$ cat src/rtl/mips_inst_encoder.sv
// Program loader: encodes mnemonic-level requests into MIPS words, buffers them
// in a small FIFO and streams them into instruction memory at consecutive addresses.
module mips_inst_encoder #(
  parameter int unsigned   DEPTH     = 4,
  parameter int unsigned   AW        = 32,
  parameter logic [AW-1:0] BASE_ADDR = '0
) (
  input  logic          clk,
  input  logic          rst,
  input  logic          start,
  input  logic          finish,
  input  logic          in_valid,
  output logic          in_ready,
  input  logic [3:0]    op_sel,
  input  logic [4:0]    rs,
  input  logic [4:0]    rt,
  input  logic [4:0]    rd,
  input  logic [15:0]   imm,
  input  logic [25:0]   target,
  input  logic          mem_ready,
  output logic          mem_we,
  output logic [AW-1:0] mem_addr,
  output logic [31:0]   mem_wdata,
  output logic          busy,
  output logic          done,
  output logic          err,
  output logic          ovf,
  output logic [15:0]   word_cnt
);

  localparam int unsigned PW = $clog2(DEPTH);

  typedef enum logic [1:0] {S_IDLE, S_LOAD, S_FLUSH, S_DONE} state_t;
  state_t state_q, state_d;

  logic [31:0]   fifo_q [DEPTH];
  logic [PW:0]   rd_q, wr_q;
  logic          empty, full;
  logic [AW-1:0] wp_q;
  logic [AW:0]   wp_inc;
  logic          mem_we_q, done_q, err_q, ovf_q;
  logic [AW-1:0] mem_addr_q;
  logic [31:0]   mem_wdata_q;
  logic [15:0]   cnt_q;
  logic [31:0]   enc_word;
  logic          legal, accept, push, pop;

  assign empty    = (rd_q == wr_q);
  assign full     = (rd_q[PW] != wr_q[PW]) && (rd_q[PW-1:0] == wr_q[PW-1:0]);
  assign busy     = (state_q == S_LOAD) || (state_q == S_FLUSH);
  assign in_ready = (state_q == S_LOAD) && !full;
  assign accept   = in_valid && in_ready;
  // start discards the buffer, so neither a push nor a pop may land on that edge
  assign push     = accept && legal && !start;
  assign pop      = busy && !empty && mem_ready && !start;
  assign wp_inc   = {1'b0, wp_q} + (AW+1)'(4);

  assign mem_we    = mem_we_q;
  assign mem_addr  = mem_addr_q;
  assign mem_wdata = mem_wdata_q;
  assign done      = done_q;
  assign err       = err_q;
  assign ovf       = ovf_q;
  assign word_cnt  = cnt_q;

  always_comb begin
    enc_word = '0;
    legal    = 1'b1;
    case (op_sel)
      4'd0:  enc_word = {6'b000000, rs, rt, rd, 5'b0, 6'b100000};
      4'd1:  enc_word = {6'b000000, rs, rt, rd, 5'b0, 6'b100010};
      4'd2:  enc_word = {6'b000000, rs, rt, rd, 5'b0, 6'b101010};
      4'd3:  enc_word = {6'b000000, rs, 15'b0, 6'b001000};
      4'd4:  enc_word = {6'b001000, rs, rt, imm};
      4'd5:  enc_word = {6'b001010, rs, rt, imm};
      4'd6:  enc_word = {6'b100011, rs, rt, imm};
      4'd7:  enc_word = {6'b101011, rs, rt, imm};
      4'd8:  enc_word = {6'b000010, target};
      4'd9:  enc_word = {6'b000011, target};
      4'd10: enc_word = {6'b000100, rs, rt, imm};
      4'd11: enc_word = {6'b000101, rs, rt, imm};
      4'd12: enc_word = {6'b110011, 26'b0};
      default: legal = 1'b0;
    endcase
  end

  always_comb begin
    state_d = state_q;
    if (start) begin
      state_d = S_LOAD;
    end else begin
      case (state_q)
        S_LOAD:  if (finish) state_d = S_FLUSH;
        S_FLUSH: if (empty)  state_d = S_DONE;
        default: state_d = state_q;
      endcase
    end
  end

  always_ff @(posedge clk or posedge rst) begin
    if (rst) state_q <= S_IDLE;
    else     state_q <= state_d;
  end

  always_ff @(posedge clk) begin
    if (push) fifo_q[wr_q[PW-1:0]] <= enc_word;
  end

  always_ff @(posedge clk or posedge rst) begin
    if (rst) begin
      rd_q        <= '0;
      wr_q        <= '0;
      wp_q        <= BASE_ADDR;
      mem_we_q    <= 1'b0;
      mem_addr_q  <= '0;
      mem_wdata_q <= '0;
      done_q      <= 1'b0;
      err_q       <= 1'b0;
      ovf_q       <= 1'b0;
      cnt_q       <= '0;
    end else if (start) begin
      rd_q     <= '0;
      wr_q     <= '0;
      wp_q     <= BASE_ADDR;
      mem_we_q <= 1'b0;
      done_q   <= 1'b0;
      err_q    <= 1'b0;
      ovf_q    <= 1'b0;
      cnt_q    <= '0;
    end else begin
      if (push) wr_q <= wr_q + (PW+1)'(1);
      if (accept && !legal) err_q <= 1'b1;
      if (state_q == S_FLUSH && empty) done_q <= 1'b1;
      mem_we_q <= pop;
      if (pop) begin
        rd_q        <= rd_q + (PW+1)'(1);
        mem_addr_q  <= wp_q;
        mem_wdata_q <= fifo_q[rd_q[PW-1:0]];
        wp_q        <= wp_inc[AW-1:0];
        if (wp_inc[AW]) ovf_q <= 1'b1;
        if (cnt_q != '1) cnt_q <= cnt_q + 16'd1;
      end
    end
  end

endmodule

$ cat config.mk
export PLATFORM = sky130hd
export DESIGN_NAME = mips_inst_encoder
export DESIGN_NICKNAME = d
export VERILOG_FILES = /design/src/rtl/mips_inst_encoder.sv
export SDC_FILE = /design/constraint.sdc
export NUM_CORES = 1
export LEC_CHECK = 0
export BUFFER_PORTS_ARGS = -buffer_cell sky130_fd_sc_hd__buf_2
export CAP_MARGIN = 20
export CORE_MARGIN = 2
export CORE_UTILIZATION = 49
export CTS_CLUSTER_DIAMETER = 80
export DETAILED_ROUTE_END_ITERATION = 6
export PLACE_DENSITY = 0.71
export SLEW_MARGIN = 0
export SYNTH_ARGS = -nofsm -noshare
export SYNTH_HDL_FRONTEND = slang
export SYNTH_SLANG_ARGS = --single-unit
export TNS_END_PERCENT = 20
$ cat constraint.sdc
create_clock -name clk -period 10.4 [get_ports clk]
set_clock_uncertainty 0.1 [all_clocks]
set_input_delay 0.52 -clock clk [delete_from_list [all_inputs] [get_ports clk]]
set_output_delay 0.52 -clock clk [all_outputs]
set_load 0.01 [all_outputs]
### Yosys cells after proc, flatten, opt, wreduce, memory -nomap -nowiden

Memories as Yosys holds them, arrays and structs flattened. A register that Yosys moved wholly into a read port is not among the register bits.
Index checks and enable logic that the tools add are counted.

* register bits: 92
* memory bits (writable): 128
* output and inout bits: 86
* memories kept: 1

Memory list
* fifo_q: depth 4, bits a word 32, read ports 1, clocked after Yosys merged registers in 1, write ports 1, RTL line 36 `logic [31:0] fifo_q [DEPTH];`

* $add $sub $neg: 4
* eq/ne operators: 20
* muxes and demuxes: 25
* bitwise logic cells: 1
* reduce and logical (&&, ||, !) cells: 28

Operator list (count)
* 32-bit one-hot mux with 13 select lines: 1
* 32-bit 2-to-1 mux: 2
* 16-bit 2-to-1 mux: 3
* 32-bit by 3-bit adder with 33-bit output, second input constant: 1
* 4-bit == test, second input constant: 5
* 16-bit by 1-bit adder with 16-bit output, second input constant: 1
* 4-bit by 3-bit == test with 1-bit output, second input constant: 4
* 16-bit != test, second input constant: 1
* 13-bit OR reduction: 1
* 3-bit 2-to-1 mux: 4
* 2-bit nonzero test: 6
* 1-bit 2-to-1 mux: 11
* 1-bit logical AND: 10
* 4-bit by 2-bit == test with 1-bit output, second input constant: 2
* 3-bit by 1-bit adder with 3-bit output, second input constant: 2
* 2-bit 2-to-1 mux: 3
* 3-bit != test, second input constant: 2
* 2-bit AND reduction: 3
* 4-bit by 1-bit == test with 1-bit output, second input constant: 1
* 1-bit logical NOT: 4
* 4-bit logical NOT: 1
* 2-bit one-hot mux with 2 select lines: 1
* 3-bit == test: 1
* 3-bit AND reduction: 1
* other kinds (7): 7

### Depth between registers and ports, before layout

* depth in word-level cells: 9
* mapped depth: 8
* gate-level depth less buffers: 7

### Least setup slack after synthesis

No wires, ideal clock.

* path kind: register to register
* start point: reg rd_q[0]
* end point: mem fifo_q[0][0], enable pin
* arrival: 2.487 ns
* required time: 9.908 ns
* setup slack: 7.421 ns
* stages on the path, launching flop included: 8
* period minus slack after synthesis: 2.979 ns
* cell sequence: dfrtp_1 -> buf_4 -> xnor2_2 -> a31oi_1 -> and3_1 -> clkbuf_1 -> nor2b_1 -> and2_1

* longest elaborated chain between the ends: 9

Ends and longest elaborated chain
* start, declared: RTL line 37 `logic [PW:0] rd_q, wr_q;`
* start signal, assigned: RTL line 136 `rd_q <= rd_q + (PW+1)'(1);`
* 2-bit == test: RTL line 49 `assign full = (rd_q[PW] != wr_q[PW]) && (rd_q[PW-1:0] == wr_q[PW-1:0]);`
* 1-bit logical AND: RTL line 49
* 1-bit logical NOT: RTL line 51 `assign in_ready = (state_q == S_LOAD) && !full;`
* 1-bit logical AND: RTL line 51
* via in_ready: RTL line 13 `output logic in_ready,`
* 1-bit logical AND: RTL line 52 `assign accept = in_valid && in_ready;`
* 1-bit logical AND (2 in a row): RTL line 54 `assign push = accept && legal && !start;`
* 1-bit 2-to-1 mux: RTL line 106 `if (push) fifo_q[wr_q[PW-1:0]] <= enc_word;`
* 1-bit 2-to-1 mux (not written as such): RTL line 106
* end, declared: RTL line 36

The timed path passes the listed nets, and every way through them passes these cells.

### Worst setup path after layout

* start point: reg state_q[0]
* end point: reg mem_addr_q[5], in the netlist mem_addr[5]

* longest elaborated chain between the ends: 6

Ends and longest elaborated chain
* start, declared: RTL line 34 `state_t state_q, state_d;`
* start signal, assigned: RTL line 102 `else state_q <= state_d;`
* 2-bit by 1-bit == test with 1-bit output / 2-bit == test (equally long branches): RTL line 50 `assign busy = (state_q == S_LOAD) || (state_q == S_FLUSH);`
* 1-bit logical OR (*): RTL line 50
* 1-bit logical AND (*) (3 in a row): RTL line 55 `assign pop = busy && !empty && mem_ready && !start;`
* 2-bit AND reduction (no source line) (*)
* end signal, assigned: RTL line 137 `mem_addr_q <= wp_q;`
* end, declared: RTL line 42 `logic [AW-1:0] mem_addr_q;`

Mark *: on every way between the ends. The rest lies on a longest branch, timed or not.
A chain may end at the register's enable or synchronous reset.

==> insert_results.sql <==
INSERT INTO impl_metrics (metric_group, metric, value, unit) VALUES
('status', 'status', 'complete, no violations', ''),
('pwr', 'power.clock.fraction', '37.0', '%'),
('pwr', 'power-per-cell-area', '206', 'nW/µm²'),
('sta', 'tightest_slew', '1010', 'ps'),
('route', 'num_vias', '6470', ''),
('yosys', 'postSynthCellCount', '725', ''),
('floorplan', 'effective_utilization_at_floorplan', '50.2', '%'),
('placement', 'place.port_buffers', '150', ''),
('sta', 'fin_tns_setup', '0', 'ps'),
('route', 'detail_route.wl_per_cell', '18.2', 'µm'),
('layout', 'fillerInstances', '1642', ''),
('sta', 'hold_viol_final', '0', ''),
('critical_path', 'worst-setup-path-type', 'register to register', ''),
('yosys', 'number_of_flops_mapped_to_enable_cells_by_yosys', '128', ''),
('yosys', 'postSynthRegisterBits', '248', ''),
('route', 'drt_iter0_markers', '372', ''),
('critical_path', 'timing.critical_path.cells', 'inv_1, ha_1, nand2b_1, a31o_2, nor2_4, buf_4, mux2_2', ''),
('worst_hold_path', 'class_of_the_tightest_hold_or_removal_check', 'input port to asynchronous set/reset pin', ''),
('critical_path', 'worst-path-max-fanout', '43', ''),
('sta', 'timing.max_slew.rel_slack', '32.7', '%'),
('clock_network', 'htree_levels', '1', ''),
('floorplan', 'number_of_primary_i_o_pins', '153', ''),
('sta', 'upper_clock_frequency_limit', '319', 'MHz'),
('clock_network', 'cts_resized', '0', ''),
('critical_path', 'cp_slowest_stage_delay', '610', 'ps'),
('global_routing', 'grt-ovfl-total', '0', ''),
('clock_network', 'cts_inserted_buffers', '25', ''),
('pwr', 'switching_share', '25.2', '%'),
('floorplan', 'chipWidth', '151', 'µm'),
('sta', 'clock_period_minus_final_worst_setup_slack', '3130', 'ps'),
('yosys', 'yosys_warning_total', '0', ''),
('critical_path', 'cp-endpoint', 'mem_addr[5]', ''),
('layout', 'design.final.nets', '949', ''),
('critical_path', 'critPathCaptureType', 'register', ''),
('layout', 'drive_gt1_share', '35.2', '%'),
('route', 'route.antenna.remaining_nets', '0', ''),
('sta', 'setup_viol_count_final', '0', ''),
('yosys', 'post_synth_instance_area', '10600', 'µm²'),
('pwr', 'power_report.internal_total', '1920', 'µW'),
('global_routing', 'grt_first_pass_wirelength', '33900', 'µm'),
('floorplan', 'design.die.area', '22800', 'µm²'),
('yosys', 'postSynthAreaPerCell', '14.6', 'µm²'),
('clock_network', 'clk_root_buffer_cell', 'sky130_fd_sc_hd__clkbuf_16', ''),
('pwr', 'p_leak', '0.00519', 'µW'),
('global_routing', 'maximum_number_of_pins_on_one_net_before_global_route_repair', '67', ''),
('critical_path', 'slowest_stage', 'sky130_fd_sc_hd__buf_4', ''),
('clock_network', 'cts.sink_count', '248', ''),
('floorplan', 'core', '21100', 'µm²'),
('critical_path', 'arrival', '3430', 'ps'),
('clock_network', 'tritoncts_clock_tree', 'yes', ''),
('yosys', 'synthFlopType', 'sky130_fd_sc_hd__edfxtp_1', ''),
('yosys', 'seq_area_frac_synth', '64.7', '%'),
('pwr', 'power.switching', '648', 'µW'),
('global_routing', 'gr-usage-all-layers', '19.0', '%'),
('critical_path', 'cp_num_cells', '7', ''),
('placement', 'dp.final_hpwl', '13700', 'µm'),
('yosys', 'netlist-cell-type-count', '57', ''),
('clock_network', 'postCtsHoldBufs', '0', ''),
('critical_path', 'setup.worst_path.start', 'state_q[0]', ''),
('floorplan', 'die_height', '151', 'µm'),
('critical_path', 'cp.required', '10690', 'ps'),
('route', 'drtPass1Iterations', '5', ''),
('layout', 'final_cells', '1167', ''),
('pwr', 'power_frac_seq', '46.1', '%'),
('global_routing', 'grt_pass1_vias', '6447', ''),
('route', 'remaining_drc_errors', '0', ''),
('placement', 'gpl.final_weighted_congestion', '0.737', ''),
('pwr', 'power.ir.vdd_worst', '0.152', 'mV'),
('pwr', 'power.share.combinational', '16.9', '%'),
('yosys', 'synthArstFlopShare', '48.4', '%'),
('critical_path', 'worst-path-buf-inv', '2', '');
[state kept, by name, indices dropped and copies added, names as in the netlist]
register / flops
wr_q: 3
mem_wdata: 32
fifo_q: 128
rd_q: 3
mem_addr: 30
state_q: 2
wp_q: 30
mem_we: 1
err: 1
word_cnt: 16
done: 1
ovf: 1
[logic make-up (layout without fill, tap and decap cells)]
kind of cell / count (synthesis) / count (layout) / synth area share [%]
multiplexers: 102 / 102 / 14.2
buffers and inverters: 64 / 230 / 2.62
XOR/XNOR: 35 / 35 / 3.04
adder cells (fa/ha/maj): 9 / 9 / 1.06
other: 1 / 2 / 0.0354
AND/OR/NAND/NOR: 164 / 164 / 8.00
flip-flops: 248 / 248 / 64.7
AO/OA/AOI/OAI: 102 / 102 / 6.43
[layer usage]
| layer | track usage, % | share of wire [%] | vias to the layer above |
|---|---|---|---|
| met5 | 0 | 0 | - |
| met4 | 4.53 | 1.7 | 0 |
| met3 | 2.65 | 5.1 | 29 |
| met2 | 31.7 | 50 | 180 |
| met1 | 26.7 | 43 | 3256 |
| li1 | - | - | 3005 |
[worst min path at each step]
stage	end	startpoint	cells after the start
6_report	mem_wdata[7]	rst	2
2_1_floorplan	state_q[1]	state_q[1]	2
3_5_place_dp	mem_addr[25]	mem_addr[25]	1
3_3_place_gp	mem_addr[25]	mem_addr[25]	1
4_1_cts	mem_wdata[5]	rst	2
5_1_grt	mem_wdata[7]	rst	2
[power groups by stage]
stage	Clock, µW	Combinational, µW	Sequential [µW]
global route	1020	482	1200
detailed placement	0	445	1200
CTS	977	445	1190
finish	952	435	1190
global placement	0	434	1200
floorplan	0	262	1220
[through the flow]
stage	worst slack (ps)	area, µm²
3_3_place_gp	7340	11600
2_1_floorplan	6590	10600
3_5_place_dp	7200	11600
4_1_cts	7200	12500
6_report	7270	12500
5_1_grt	7040	12500
[final cells by class]
cell class | instances | area, µm² | area share, %
well taps | 275 | 344 | 2.76
clock buffers | 31 | 682 | 5.47
repair buffers | 161 | 833 | 6.68
clock inverters | 15 | 208 | 1.66
inverters | 23 | 88.8 | 0.712
multi-input cells | 414 | 3470 | 27.8
flip-flops and latches | 248 | 6850 | 54.9
[cells in the mapped netlist, types with 12 or more instances]
cell                       count  area [µm²]
sky130_fd_sc_hd__a21oi_1      26         130
sky130_fd_sc_hd__clkbuf_1     27         101
sky130_fd_sc_hd__dfrtp_1     120        3000
sky130_fd_sc_hd__edfxtp_1    128        3840
sky130_fd_sc_hd__inv_1        23        86.3
sky130_fd_sc_hd__mux2_2       62         698
sky130_fd_sc_hd__mux4_2       32         721
sky130_fd_sc_hd__nand2_1      22        82.6
sky130_fd_sc_hd__nand3_1      13        65.1
sky130_fd_sc_hd__nand4_1      15        93.8
sky130_fd_sc_hd__nor2_1       52         195
sky130_fd_sc_hd__o21ai_0      29         145
sky130_fd_sc_hd__xnor2_1      12         105
sky130_fd_sc_hd__xor2_1       21         184
[cell usage in the layout, fill, tap and decap left out, types with 13 or more instances in the layout]
cell type,count
sky130_fd_sc_hd__clkbuf_16,25
sky130_fd_sc_hd__mux4_2,32
sky130_fd_sc_hd__nand4_1,15
sky130_fd_sc_hd__nand2_1,22
sky130_fd_sc_hd__nor2_1,52
sky130_fd_sc_hd__dfrtp_1,119
sky130_fd_sc_hd__nand3_1,13
sky130_fd_sc_hd__mux2_2,62
sky130_fd_sc_hd__edfxtp_1,128
sky130_fd_sc_hd__xor2_1,21
sky130_fd_sc_hd__a21oi_1,26
sky130_fd_sc_hd__buf_2,150
sky130_fd_sc_hd__inv_1,22
sky130_fd_sc_hd__o21ai_0,29
No activity file was read; power rests on OpenSTA's default activity.
